`src/rtl/nasti_lite_pkg.sv`:
```
// Shared definitions for the NASTI-lite IO write slave.
//  - B response codes
//  - write FSM state encoding
package nasti_lite_pkg;

    localparam logic [1:0] RESP_OKAY   = 2'b00;
    localparam logic [1:0] RESP_SLVERR = 2'b10;
    localparam logic [1:0] RESP_DECERR = 2'b11;

    typedef enum logic [1:0] {
        ST_IDLE  = 2'd0,
        ST_WRITE = 2'd1,
        ST_RESP  = 2'd2
    } state_e;

endpackage

```
`src/rtl/nasti_lite_fifo.sv`:
```
// Small synchronous FIFO used to buffer the lite AW and W channels.
// Ports:
//  clk, rstn          clock, async active-low reset (empties the FIFO)
//  push, din          write side; ignored while full
//  pop, dout          read side; dout is the head entry, valid while !empty
//  full, empty        status flags
module nasti_lite_fifo #(
    parameter int DEPTH = 2,
    parameter int WIDTH = 8
) (
    input  logic             clk,
    input  logic             rstn,
    input  logic             push,
    input  logic [WIDTH-1:0] din,
    input  logic             pop,
    output logic [WIDTH-1:0] dout,
    output logic             full,
    output logic             empty
);

    localparam int PW = (DEPTH > 1) ? $clog2(DEPTH) : 1;
    localparam logic [PW:0] PTR_ONE = (PW+1)'(1);

    if (DEPTH < 2 || (DEPTH & (DEPTH - 1)) != 0) begin : g_bad_depth
        $fatal(1, "nasti_lite_fifo: DEPTH must be a power of 2 and >= 2");
    end

    logic [WIDTH-1:0] mem [DEPTH];
    // One extra pointer bit distinguishes full from empty when the indices match.
    logic [PW:0]      wptr, rptr;

    assign empty = (wptr == rptr);
    assign full  = (wptr[PW] != rptr[PW]) && (wptr[PW-1:0] == rptr[PW-1:0]);
    assign dout  = mem[rptr[PW-1:0]];

    always_ff @(posedge clk or negedge rstn) begin
        if (!rstn) begin
            wptr <= '0;
            rptr <= '0;
        end else begin
            if (push && !full)
                wptr <= wptr + PTR_ONE;
            if (pop && !empty)
                rptr <= rptr + PTR_ONE;
        end
    end

    always_ff @(posedge clk) begin
        if (push && !full)
            mem[wptr[PW-1:0]] <= din;
    end

endmodule

```
`src/rtl/nasti_lite_io_writer.sv`:
```
// NASTI-lite write slave driving a simple IO register port.
// AW and W are buffered independently, paired in order, and each pair becomes
// one word write on io_*; a single lite B (AW id/user) is returned per pair.
// Ports:
//  clk, rstn                       clock, async active-low reset
//  lite_aw_*                       write address channel (prot/qos/region ignored)
//  lite_w_*                        write data channel (user ignored)
//  lite_b_*                        write response channel
//  io_we/io_addr/io_wdata/io_wstrb IO write request, held until io_ready
//  io_ready, io_err                IO accept strobe and error flag
module nasti_lite_io_writer
    import nasti_lite_pkg::*;
#(
    parameter int                    ID_WIDTH      = 1,
    parameter int                    ADDR_WIDTH    = 8,
    parameter int                    DATA_WIDTH    = 32,
    parameter int                    USER_WIDTH    = 1,
    parameter int                    AW_DEPTH      = 2,
    parameter int                    W_DEPTH       = 2,
    parameter logic [ADDR_WIDTH-1:0] BASE_ADDR     = '0,
    parameter int                    IO_ADDR_WIDTH = 4
) (
    input  logic                      clk,
    input  logic                      rstn,
    input  logic [ID_WIDTH-1:0]       lite_aw_id,
    input  logic [ADDR_WIDTH-1:0]     lite_aw_addr,
    input  logic [2:0]                lite_aw_prot,
    input  logic [3:0]                lite_aw_qos,
    input  logic [3:0]                lite_aw_region,
    input  logic [USER_WIDTH-1:0]     lite_aw_user,
    input  logic                      lite_aw_valid,
    output logic                      lite_aw_ready,
    input  logic [DATA_WIDTH-1:0]     lite_w_data,
    input  logic [DATA_WIDTH/8-1:0]   lite_w_strb,
    input  logic [USER_WIDTH-1:0]     lite_w_user,
    input  logic                      lite_w_valid,
    output logic                      lite_w_ready,
    output logic [ID_WIDTH-1:0]       lite_b_id,
    output logic [1:0]                lite_b_resp,
    output logic [USER_WIDTH-1:0]     lite_b_user,
    output logic                      lite_b_valid,
    input  logic                      lite_b_ready,
    output logic                      io_we,
    output logic [IO_ADDR_WIDTH-1:0]  io_addr,
    output logic [DATA_WIDTH-1:0]     io_wdata,
    output logic [DATA_WIDTH/8-1:0]   io_wstrb,
    input  logic                      io_ready,
    input  logic                      io_err
);

    if (DATA_WIDTH != 32 && DATA_WIDTH != 64) begin : g_bad_dw
        $fatal(1, "nasti_lite_io_writer: DATA_WIDTH must be 32 or 64");
    end
    if (USER_WIDTH < 1) begin : g_bad_uw
        $fatal(1, "nasti_lite_io_writer: USER_WIDTH must be > 0");
    end

    localparam int BYTES    = DATA_WIDTH / 8;
    localparam int OFF_BITS = $clog2(BYTES);
    localparam int AWE_W    = ID_WIDTH + ADDR_WIDTH + USER_WIDTH;
    localparam int WE_W     = DATA_WIDTH + BYTES;

    // Window bounds carry one extra bit so a window ending at the top of the
    // address space does not wrap to zero.
    localparam logic [ADDR_WIDTH:0] BASE_X  = {1'b0, BASE_ADDR};
    localparam logic [ADDR_WIDTH:0] LIMIT_X =
        BASE_X + (ADDR_WIDTH+1)'((2**IO_ADDR_WIDTH) * BYTES);

    logic                  unused_inputs;
    assign unused_inputs = ^{lite_aw_prot, lite_aw_qos, lite_aw_region, lite_w_user};

    // ---------------- channel buffers ----------------
    logic [AWE_W-1:0]      aw_head;
    logic [WE_W-1:0]       w_head;
    logic                  aw_full, aw_empty, w_full, w_empty;
    logic                  pop;

    nasti_lite_fifo #(.DEPTH(AW_DEPTH), .WIDTH(AWE_W)) u_aw_fifo (
        .clk   (clk),
        .rstn  (rstn),
        .push  (lite_aw_valid),
        .din   ({lite_aw_id, lite_aw_addr, lite_aw_user}),
        .pop   (pop),
        .dout  (aw_head),
        .full  (aw_full),
        .empty (aw_empty)
    );

    nasti_lite_fifo #(.DEPTH(W_DEPTH), .WIDTH(WE_W)) u_w_fifo (
        .clk   (clk),
        .rstn  (rstn),
        .push  (lite_w_valid),
        .din   ({lite_w_data, lite_w_strb}),
        .pop   (pop),
        .dout  (w_head),
        .full  (w_full),
        .empty (w_empty)
    );

    assign lite_aw_ready = !aw_full;
    assign lite_w_ready  = !w_full;

    logic [ID_WIDTH-1:0]   aw_id;
    logic [ADDR_WIDTH-1:0] aw_addr;
    logic [USER_WIDTH-1:0] aw_user;
    assign {aw_id, aw_addr, aw_user} = aw_head;

    // ---------------- decode ----------------
    logic [ADDR_WIDTH:0]   addr_x, offs;
    logic                  in_range, go_write, have_pair;

    assign addr_x    = {1'b0, aw_addr};
    assign in_range  = (addr_x >= BASE_X) && (addr_x < LIMIT_X);
    assign offs      = addr_x - BASE_X;
    assign go_write  = in_range && (w_head[BYTES-1:0] != '0);
    assign have_pair = !aw_empty && !w_empty;

    // IO request comes straight from the FIFO heads, which only move on pop.
    assign io_addr   = IO_ADDR_WIDTH'(offs >> OFF_BITS);
    assign io_wdata  = w_head[WE_W-1:BYTES];
    assign io_wstrb  = w_head[BYTES-1:0];

    // ---------------- FSM ----------------
    state_e     state, state_nxt;
    logic       load_b;
    logic [1:0] resp_nxt;

    always_comb begin
        state_nxt = state;
        pop       = 1'b0;
        load_b    = 1'b0;
        resp_nxt  = RESP_OKAY;
        case (state)
            ST_IDLE: begin
                if (have_pair) begin
                    if (go_write) begin
                        state_nxt = ST_WRITE;
                    end else begin
                        // Decode error or empty strobe: answer without touching IO.
                        pop       = 1'b1;
                        load_b    = 1'b1;
                        resp_nxt  = in_range ? RESP_OKAY : RESP_DECERR;
                        state_nxt = ST_RESP;
                    end
                end
            end
            ST_WRITE: begin
                if (io_ready) begin
                    pop       = 1'b1;
                    load_b    = 1'b1;
                    resp_nxt  = io_err ? RESP_SLVERR : RESP_OKAY;
                    state_nxt = ST_RESP;
                end
            end
            ST_RESP: begin
                if (lite_b_ready)
                    state_nxt = ST_IDLE;
            end
            default: state_nxt = ST_IDLE;
        endcase
    end

    always_ff @(posedge clk or negedge rstn) begin
        if (!rstn) begin
            state       <= ST_IDLE;
            lite_b_id   <= '0;
            lite_b_resp <= RESP_OKAY;
            lite_b_user <= '0;
        end else begin
            state <= state_nxt;
            if (load_b) begin
                lite_b_id   <= aw_id;
                lite_b_resp <= resp_nxt;
                lite_b_user <= aw_user;
            end
        end
    end

    assign io_we        = (state == ST_WRITE);
    assign lite_b_valid = (state == ST_RESP);

endmodule
```
`config.mk`:
```
export PLATFORM = sky130hd
export DESIGN_NAME = nasti_lite_io_writer
export DESIGN_NICKNAME = d
export VERILOG_FILES = /design/src/rtl/nasti_lite_pkg.sv /design/src/rtl/nasti_lite_fifo.sv /design/src/rtl/nasti_lite_io_writer.sv
export SDC_FILE = /design/constraint.sdc
export NUM_CORES = 1
export LEC_CHECK = 0
export CAP_MARGIN = 20
export CORE_AREA = 3 3 100 102
export CTS_CLUSTER_DIAMETER = 50
export CTS_CLUSTER_SIZE = 14
export DETAILED_ROUTE_END_ITERATION = 10
export DIE_AREA = 0 0 103 105
export PLACE_DENSITY = 0.7
export SLEW_MARGIN = 10
export SYNTH_ARGS = -nofsm -noshare
export SYNTH_HDL_FRONTEND = slang
export SYNTH_SLANG_ARGS = --single-unit
```
`constraint.sdc`:
```
create_clock -name clk -period 3.5 [get_ports clk]
set_clock_uncertainty 0.1 [all_clocks]
set_input_delay 1.05 -clock clk [delete_from_list [all_inputs] [get_ports clk]]
set_output_delay 1.05 -clock clk [all_outputs]
set_load 0.1 [all_outputs]
```
After elaboration in Yosys (flattened, before gate mapping)

Memories as Yosys holds them, arrays and structs flattened.
Index checks and enable logic that the tools add are counted.

Bits in writable memories: 92
Memory bits (read-only): 0
Bits in latches: 0
Register bits: 14
Word-level logic and storage cells: 62
Memories kept: 2
Input port bits: 65
Output and inout bits: 48

Divide/modulo/power cells: 0
$mul: 0
Shift-type cells: 0
Bitwise gates (word level): 0
Reductions and logical operators: 16
Equality and inequality tests: 11
Order comparisons: 2
Multiplexer cells: 19
Add/sub/neg operators: 4

Memory list:

| name          | depth | width | rd ports | clocked after memory_dff | wr ports | RTL line              | source |
|---|---|---|---|---|---|---|---|
| u_w_fifo.mem  | 2     | 36    | 1        | 0                        | 1        | nasti_lite_fifo.sv:28 | `logic [WIDTH-1:0] mem [DEPTH];` |
| u_aw_fifo.mem | 2     | 10    | 1        | 0                        | 1        | nasti_lite_fifo.sv:28 |  |

Operators with widths:

| operator              | count |
|---|---|
| $mux W2               | 9 |
| $logic_and A1 B1 Y1   | 9 |
| $add A2 B1 Y2 const B | 4 |
| $ge A8 B1 Y1 const B  | 1 |
| $lt A8 B7 Y1 const B  | 1 |
| $mux W1               | 7 |
| $pmux W2 S3           | 1 |
| $eq A2 B2 Y1          | 2 |
| $logic_not A1 Y1      | 4 |
| $ne A2 B1 Y1 const B  | 2 |
| $pmux W2 S2           | 1 |
| $reduce_bool A4 Y1    | 1 |
| $reduce_and A3 Y1     | 1 |
| $eq A1 B1 Y1          | 2 |
| $eq A2 B1 Y1 const B  | 1 |
| $eq A2 B2 Y1 const B  | 1 |
| $logic_not A2 Y1      | 1 |
| $ne A1 B1 Y1          | 2 |
| $ne A2 B2 Y1 const B  | 1 |
| $pmux W1 S2           | 1 |

Depth between registers and ports, before layout

Gate-level depths: netlist of the first run.
An unclocked memory read counts as a cell.

Depth after elaboration: 8
Mapped depth: 6

By module

Synthesis of the first run repeated with hierarchy kept, for this count alone.

Cell total of the unflattened synthesis: 241
Area total of the unflattened synthesis: 4230.3 sq um

Modules (own cells, without submodules):

| module                       | times used | cells each | area an instance (sq um) | sequential area each (sq um) |
|---|---|---|---|---|
| nasti_lite_fifo at u_w_fifo  | 1          | 140        | 2875.3                   | 2262.2 |
| nasti_lite_fifo at u_aw_fifo | 1          | 56         | 964.7                    | 700.7 |
| nasti_lite_io_writer         | 1          | 45         | 390.4                    | 150.1 |

Worst setup path before layout of the first run

OpenSTA, ideal clock, no wires.

Path type: register to register
From: reg u_w_fifo.rptr[0]
To: mem u_w_fifo.mem[0][0] (netlist bit) (enable)
Data required time: 2971 ps
Cell stages (with the launch flop): 6
Buffers on the path: 1
Library setup time: 429 ps
Path slack: -84 ps
Data arrival time: 3054 ps
Clock period less this slack: 3584 ps
Cells stage by stage: dfrtp_1 > buf_2 > xnor2_1 > nand2_1 > nand2_1 > nor2_1

Longest elaborated chain between the ends: 6

Ends and longest elaborated chain:

| element                       | RTL line                   | source |
|---|---|---|
| start, declared               | nasti_lite_fifo.sv:30      | `logic [PW:0] wptr, rptr;` |
| start signal, assigned        | nasti_lite_fifo.sv:44      | `rptr <= rptr + PTR_ONE;` |
| $eq A1 B1 Y1                  | nasti_lite_fifo.sv:33      | `assign full = (wptr[PW] != rptr[PW]) && (wptr[PW-1:0] == rptr[PW-1:0]);` |
| $logic_and A1 B1 Y1           | nasti_lite_fifo.sv:33      |  |
| $logic_not A1 Y1              | -                          |  |
| net lite_w_ready              | nasti_lite_io_writer.sv:37 | `output logic lite_w_ready,` |
| $logic_and A1 B1 Y1           | nasti_lite_fifo.sv:49      | `if (push && !full)` |
| $mux W1                       | nasti_lite_fifo.sv:49      |  |
| $mux W1 (implied by the code) | nasti_lite_fifo.sv:50      | `mem[wptr[PW-1:0]] <= din;` |
| end, declared                 | nasti_lite_fifo.sv:28      |  |

The timed path passes the listed nets, and every way through them passes these cells.

Final worst setup path of the first run

From: reg u_w_fifo.rptr[0]
To: out io_wdata[5]

Longest elaborated chain between the ends: 1

Ends and longest elaborated chain:

| element        | RTL line                   | source |
|---|---|---|
| $mem_v2 Z2 W36 | -                          |  |
| end, declared  | nasti_lite_io_writer.sv:45 | `output logic [DATA_WIDTH-1:0] io_wdata,` |

No other way between the ends.

==> results of run 1 <==
through the flow:
step | worst slack [ps] | instance area (um^2) | instances | utilization [%] | hold WS, ps
final | 418 | 5560 | 424 | 60.5 | 385
after floorplan | 490 | 3940 | 207 | - | 360
after detailed placement | 777 | 5380 | 409 | 58.5 | 372
after global placement | 778 | 5380 | 409 | 58.5 | 362
after CTS | 368 | 5560 | 424 | 60.5 | 394
after global routing | 312 | 5560 | 424 | 60.5 | 410
logic make-up after synthesis:
family	Yosys count
AND/OR/NAND/NOR	21
multiplexers	46
XOR/XNOR	14
flip-flops	102
buffers and inverters	12
AO/OA/AOI/OAI	12
state kept, by name, indices dropped and copies added, names as in the netlist:
signal and cells:
lite_b_id 1, lite_b_resp 2, lite_b_user 1, state 2, u_aw_fifo.mem 16, u_aw_fifo.rptr 2, u_aw_fifo.wptr 2, u_w_fifo.mem 72
u_w_fifo.rptr 2, u_w_fifo.wptr 2
layout by cell type, fill, tap and decap left out, types with 2 or more instances in the layout:
| cell | count |
|---|---|
| mux2i_1 | 2 |
| buf_4 | 15 |
| o211ai_1 | 2 |
| o21ai_0 | 2 |
| xnor2_1 | 8 |
| mux2_4 | 2 |
| dfrtp_1 | 13 |
| a21oi_1 | 2 |
| nand2b_1 | 4 |
| clkdlybuf4s50_1 | 50 |
| xor2_1 | 6 |
| buf_12 | 37 |
| nand2_1 | 4 |
| mux2_2 | 42 |
| nor2_1 | 2 |
| clkbuf_8 | 9 |
| nor2b_1 | 2 |
| nor4_1 | 3 |
| edfxtp_1 | 88 |
layout make-up:
| type | instances | area, um^2 | area share (%) |
|---|---|---|---|
| flip-flops and latches | 102 | 2990 | 53.8 |
| repair buffers | 102 | 1350 | 24.3 |
| inverters | 1 | 3.75 | 0.0675 |
| well taps | 111 | 139 | 2.50 |
| multi-input cells | 93 | 886 | 15.9 |
| clock buffers | 10 | 128 | 2.29 |
| clock inverters | 5 | 60.1 | 1.08 |
metal layers:
metal	global-route usage [%]	vias up
li1	-	994
met4	4.72	0
met1	16.2	1037
met5	0	-
met3	7.01	9
met2	22.5	74
worst max-delay path, cell delays in order, from the launching register on:
cell and delay (ps):
dfrtp_2 710, buf_4 300, mux2_2 390, buf_12 170
worst paths after layout:
check	from	slack (ps)	end
max	u_w_fifo.rptr[0]	420	io_wdata[5]
min	lite_b_resp[0]	390	lite_b_resp[0]
max reg2reg	u_w_fifo.rptr[0]	1090	lite_b_id
min reg2reg	lite_b_resp[0]	390	lite_b_resp[0]
max in group asynchronous	rstn	1890	u_w_fifo.rptr[0]
min in group asynchronous	rstn	970	lite_b_resp[0]
==> impl_metrics.toml, run 1 <==
[cts]
cts_hold_buf = 0
clk_pin_slew_ps = 90
clockBufferDepth = 2
clk_latency_ps = 350
numCtsBuffers = 9
cts.sinks = 102
ctsResizeCount = 0
root_buffer = "clkbuf_8"
cts_setup_buffers = 0
htreeDepth = 3
cts_tree = "built"

[placement]
io_buffers = 98
place_hpwl_um = 4970
globalplace.congestion = 0.689

[die]
dieHeight_um = 105
row_count = 35
die_w_um = 103
dieArea_mm2 = 0.0108
start_util_pct = 42.8
pin_count = 113
coreArea_mm2 = 0.00920

[sta]
worstMarginPinSlew_ps = 656
slew_viol_final = 0
finalHoldViolCount = 0
rsz0062_at_grt = "false"
finalSetupTns_ps = 0
min_period_over_period_pct = 88.1
fmax_ghz = 0.324
setup_violations = 0
post-route-min-period_ps = 3080
slew_headroom_pct = 56.1

[synthesis]
yosys.area.top_type = "edfxtp_1"
syn_area_mm2 = 0.00393
synth-xor-area-share_pct = 3.12
synthTopCellsByCount = "edfxtp_1 (88), mux2_2 (42), dfrtp_1 (14), xnor2_1 (8), xor2_1 (6)"
post-synth-top-count-cell = "edfxtp_1"
synthTopCellsByArea = "edfxtp_1 (67%), mux2_2 (12%), dfrtp_1 (8.9%)"
synthMuxAreaShare_pct = 13.3
yosys.area_share.simple_pct = 2.93
async_flop_share_pct = 13.7
syn_nets = 272
synth_top_family_by_area = "multiplexers"
yosysSeqAreaShare_pct = 76.1
yosys.area.top_type_share_pct = 67.2
synthCells = 207
synth_edf_count = 88
ys_ff_latch = 102
synth_cell_types = 30
synth_compound_area_share_pct = 2.96
avgSynthCellArea_um2 = 19.0
synth_warnings = 0
ys.flop_type = "edfxtp_1"
synth_fa_ha_area_share_pct = 0

[global_routing]
gr-total-overflow = 0
grt_pass1_wl_um = 11500
antenna_found_initial = 0
grt_pass1_vias = 2317
grt_usage_pct = 14.0
grt_max_degree = 38

[routing]
ant_nets = 0
num_vias = 2114
wl_met3_um = 736
drt_iter0_markers = 79
drt-total-wl_um = 7250
drc = 0
top_layer_used = "met4"
first_pass_iters = 4
viasPerCell = 4.99
wl_met2_um = 3600
wire_per_inst_um = 17.1
drt-met1-wl_um = 2820

[hold_path]
whs_path_depth = 1
worst_hold_path_type = "flip-flop to flip-flop"

[setup_path]
critPathLaunchType = "flip-flop"
path_class = "flip-flop to output pin"
crit_path_end_kind = "output pin"
crit_fanout = 21
crit_arrival_ps = 1930
required_ps = 2350
r2r_cells = 5

[cells_and_area]
num-nets-final = 374
n_fill_cell = 669
diodes = 0
drive_above_1_share_pct = 37.4
area_growth_syn_to_layout_pct = 41.4

[flow_run]
drv_cap = 0

[status]
status = "finished, final reports clean"
Power of run 1 is not shown: default switching activity piles up to over one toggle a cycle in this logic, so the estimate is an artifact.
==> run 2, diff against run 1 <==
GPL_TIMING_DRIVEN = 0   (was default)
==> run 2 against run 1 <==
  * Global-route usage fell by 0.44 points
  * Register-to-register slack improved by 270 ps
  * Critical endpoint is now io_wdata[9]
  * Final cell count rose by 2.1%
  * First-iteration DRC count rose by 13%
  * Critical path depth rose by 1
  * Die area did not move
  * Final area fell by 6.6%
  * Count of clock-buffer cells in the layout fell by 1
  * Via count rose by 0.66%
==> impl_metrics.toml, run 2 (synthesis gave the netlist of run 1 again) <==
[cells_and_area]
diodes = 0
final_cell_mix = "edfxtp_1 (88), clkdlybuf4s50_1 (56), mux2_2 (42), buf_2 (24), dfrtp_1 (14)"
multi_input_area_um2 = 886
layout.cells.non_filler = 433
regArea_mm2 = 0.00299
fin_area_mm2 = 0.00519
drive_above_1_share_pct = 32.3
largest_register_ffs = 72
n_fill_cell = 744
area_growth_syn_to_layout_pct = 32.1
mostFrequentLayoutCell = "edfxtp_1"
num-nets-final = 383

[sta]
post-route-min-period_ps = 3380
finalSetupTns_ps = 0
setup_violations = 0
fmax_ghz = 0.296
worstMarginPinSlew_ps = 991
slew_headroom_pct = 34.2
slew_viol_final = 0
finalHoldViolCount = 0
min_period_over_period_pct = 96.5
hold_slack_ps = 397
rsz0062_at_grt = "false"

[setup_path]
path_cells = "buf_2 > clkbuf_2 > mux2_2 > dlygate4sd2_1"
crit_path_end_kind = "output pin"
r2r_end = "lite_b_user"
required_ps = 2350
crit_arrival_ps = 2230
r2r_cells = 5
cpPeakStageDelay_ps = 860
critPathLaunchType = "flip-flop"
path_class = "flip-flop to output pin"
crit_fanout = 10
critical-path-slowest-cell = "dlygate4sd2_1"
rrSetupSlack_ps = 1360
r2r_start = "u_w_fifo.mem[1][0]"

[cts]
root_buffer = "clkbuf_8"
cts_setup_buffers = 0
numCtsBuffers = 9
clk_latency_ps = 360
clockBufferDepth = 2
cts.sinks = 102
clk_pin_slew_ps = 90
htreeDepth = 3
cts_tree = "built"

[placement]
io_buffers = 98
dp.cells = 418
globalplace.congestion = 0.688
postPlaceCellArea_mm2 = 0.00510
place_hpwl_um = 4960

[routing]
drt_iter0_markers = 89
wire_per_inst_um = 16.2
wl_met3_um = 640
drt-total-wl_um = 7040
drt-met1-wl_um = 2900
drc = 0
num_vias = 2128
ant_nets = 0
wl_met2_um = 3470
first_pass_iters = 4
top_layer_used = "met4"
viasPerCell = 4.91

[die]
start_util_pct = 42.8
pin_count = 113
coreArea_mm2 = 0.00920
dieHeight_um = 105
row_count = 35
dieArea_mm2 = 0.0108
die_w_um = 103

[flow_run]
drv_cap = 0

[global_routing]
grt_max_degree = 35
grt_pass1_wl_um = 11200
gr-total-overflow = 0
grt_usage_pct = 13.6
grt_pass1_vias = 2317
antenna_found_initial = 0

[hold_path]
worst_hold_path_type = "flip-flop to flip-flop"
whs_path_depth = 1
hold_path_end = "u_aw_fifo.wptr[1]"
worstHoldStart = "u_aw_fifo.wptr[1]"

[status]
status = "finished, final reports clean"
[run 2: cell count changes in the layout (fill, tap and decap cells not counted)]
| cell | change |
|---|---|
| clkbuf_2 | +1 |
| dlygate4sd2_1 | +12 |
| inv_6 | +2 |
| buf_12 | -35 |
| clkbuf_1 | +1 |
| dfrtp_2 | -1 |
| clkdlybuf4s50_1 | +6 |
| dfrtp_1 | +1 |
| clkdlybuf4s15_1 | +1 |
| buf_4 | -11 |
| buf_2 | +24 |
| clkinv_4 | -1 |
| clkdlybuf4s15_2 | +8 |
| dlymetal6s2s_1 | +1 |
[run 2: repair_timing]
item,CTS,global route
gates resized for setup,99,42
endpoints found under the hold margin,0,0
endpoints found under the setup margin,41,22
hold buffers,0,0
[run 2: metal layers]
layer / GRT usage, % / up-vias
li1: - / 1007
met1: 16.9 / 1041
met2: 21.0 / 76
met3: 6.81 / 4
met4: 3.61 / 0
met5: 0 / -
[run 2: metrics by stage]
stage          worst slack [ps]  utilization, %
4_1_cts                    14.1            57.8
6_report                    123            56.5
5_1_grt                   0.111            56.5
2_1_floorplan               490               -
3_5_place_dp               -503            55.5
3_3_place_gp               -535            55.0
[run 2: critical path: cells and delay by family, from the launching register on]
kind,cells,cell delay (ps)
buf+inv,3,1240
flops,1,360
mux,1,270
[run 2: area by class of cell]
| class | instances | area share, % |
|---|---|---|
| plain buffers | 11 | 1.20 |
| clock buffers | 9 | 2.38 |
| clock inverters | 6 | 1.32 |
| inverters | 1 | 0.0723 |
| multi-input cells | 93 | 17.1 |
| flip-flops and latches | 102 | 57.6 |
| well taps | 111 | 2.67 |
| repair buffers | 100 | 17.7 |
[run 2: worst max-delay path by stage]
stage,from,to,slack [ps],cells after the start
2_1_floorplan,u_w_fifo.rptr[0],u_w_fifo.mem[0][0],490,5
6_report,u_w_fifo.rptr[0],io_wdata[9],120,4
3_5_place_dp,u_w_fifo.rptr[0],io_wdata[22],-500,5
4_1_cts,u_w_fifo.rptr[0],io_wdata[29],10,5
3_3_place_gp,u_w_fifo.rptr[0],io_wdata[16],-530,5
5_1_grt,u_w_fifo.rptr[0],io_wdata[28],0.1,4
Power of run 2 is left out for the same reason.
==> run 3, diff against run 2 <==
CORE_AREA = 3 3 123 125   (was 3 3 100 102)
CTS_CLUSTER_SIZE = default   (was 14)
DIE_AREA = 0 0 126 128   (was 0 0 103 105)
PLACE_DENSITY = 0.49   (was 0.7)
==> run 3 against run 2 <==
  * Register-to-register slack better by 30 ps
  * Die area up 49%
  * Final cell count up 16%
  * Non-clock buffer count unchanged
  * Sequential share of layout area down 1.9 points
  * Worst setup slack worse by 21 ps
  * Maximum frequency down 0.63%
==> impl_metrics.toml, run 3 (synthesis gave the netlist of run 1 again) <==
[sta]
finalWorstSetupSlack_ps = 102
finalSetupTns_ps = 0
hold_slack_ps = 389
worstMarginPinSlew_ps = 1010
fmax_ghz = 0.294
post-route-min-period_ps = 3400
setup_violations = 0
finalHoldViolCount = 0
min_period_over_period_pct = 97.1
slew_viol_final = 0
rsz0062_at_grt = "false"
slew_headroom_pct = 32.5

[placement]
place_hpwl_um = 5410
place_ws_ps = -645
globalplace.congestion = 0.712
io_buffers = 98

[die]
row_count = 43
dieArea_mm2 = 0.0161
coreArea_mm2 = 0.0140
die_w_um = 126
pin_count = 113
dieHeight_um = 128
start_util_pct = 28.1

[setup_path]
crit_arrival_ps = 2250
crit_path_end_kind = "output pin"
path_cells = "buf_2 > clkbuf_2 > mux2_2 > dlygate4sd2_1"
cpPeakStageDelay_ps = 860
critical-path-slowest-cell = "dlygate4sd2_1"
critPathLaunchType = "flip-flop"
required_ps = 2350
path_class = "flip-flop to output pin"
crit_fanout = 10

[status]
status = "finished, final reports clean"

[cts]
clockBufferDepth = 2
clk_latency_ps = 340
cts.sinks = 102
clk_pin_slew_ps = 60
cts_tree = "built"
htreeDepth = 3
root_buffer = "clkbuf_16"
numCtsBuffers = 9
cts_setup_buffers = 0

[cells_and_area]
num-nets-final = 383
final_cell_mix = "edfxtp_1 (88), clkdlybuf4s50_1 (56), mux2_2 (42), buf_2 (24), dfrtp_1 (14)"
mostFrequentLayoutCell = "edfxtp_1"
drive_above_1_share_pct = 32.5
largest_register_ffs = 72
diodes = 0
regArea_mm2 = 0.00299
n_fill_cell = 1350
area_growth_syn_to_layout_pct = 36.7
multi_input_area_um2 = 886

[flow_run]
drv_cap = 0

[routing]
num_vias = 2159
drc = 0
first_pass_iters = 4
viasPerCell = 4.29
drt_iter0_markers = 96
wire_per_inst_um = 15.6
ant_nets = 0
drt-total-wl_um = 7850

[global_routing]
grt_usage_pct = 10.1
grt_pass1_wl_um = 12400
grt_max_degree = 29
grt_pass1_vias = 2402
gr-total-overflow = 0
antenna_found_initial = 0

[hold_path]
worst_hold_path_type = "flip-flop to flip-flop"
[run 3: cell count changes in the layout (fill, tap and decap cells not counted), sizes merged]
cell	change
clkbuf	+3
clkinv	+2
inv	-2
clkdlybuf4s15	-1
dlygate4sd2	-1
[run 3: layout make-up]
class	instances	share of cell area, %
flip-flops and latches	102	55.7
clock inverters	6	1.12
inverters	1	0.0698
plain buffers	11	1.16
clock buffers	10	4.26
well taps	180	4.19
multi-input cells	93	16.5
repair buffers	100	17.1
[run 3: repair_timing]
item / CTS / global route
setup endpoints to repair: 41 / 4
pin swaps: 0 / 0
hold buffers: 0 / 0
gates resized for setup: 137 / 7
[run 3: worst max-delay path: cells and delay by family (launching register included)]
family                 cells  cell delay (ps)
multiplexers               1              290
buffers and inverters      3             1270
flip-flops                 1              350
[run 3: worst paths after layout]
| check | from | end | slack [ps] | cells after the start |
|---|---|---|---|---|
| setup / recovery | u_w_fifo.rptr[0] | io_wdata[7] | 100 | 4 |
| hold / removal | u_w_fifo.wptr[1] | u_w_fifo.wptr[1] | 390 | 1 |
| setup reg to reg | u_w_fifo.rptr[0] | u_w_fifo.mem[0][4] | 1390 | 6 |
| hold reg to reg | u_w_fifo.wptr[1] | u_w_fifo.wptr[1] | 390 | 1 |
| max in group asynchronous | rstn | u_w_fifo.rptr[0] | 1850 | 1 |
| min in group asynchronous | rstn | lite_b_id | 1020 | 1 |
[run 3: metrics by stage]
| step | cells | util, % | area [um^2] |
|---|---|---|---|
| detailed placement | 487 | 37.1 | 5200 |
| CTS | 503 | 38.5 | 5390 |
| finish | 503 | 38.4 | 5380 |
| floorplan | 207 | - | 3940 |
| global route | 503 | 38.4 | 5380 |
| global placement | 485 | 36.8 | 5140 |
[run 3: routing by layer]
layer / track usage (%) / wire [um]
met1: 11.9 / 3370
met2: 15.7 / 3560
met3: 5.00 / 766
met4: 4.54 / 153
met5: 0 / 0
Power of run 3 is left out for the same reason.
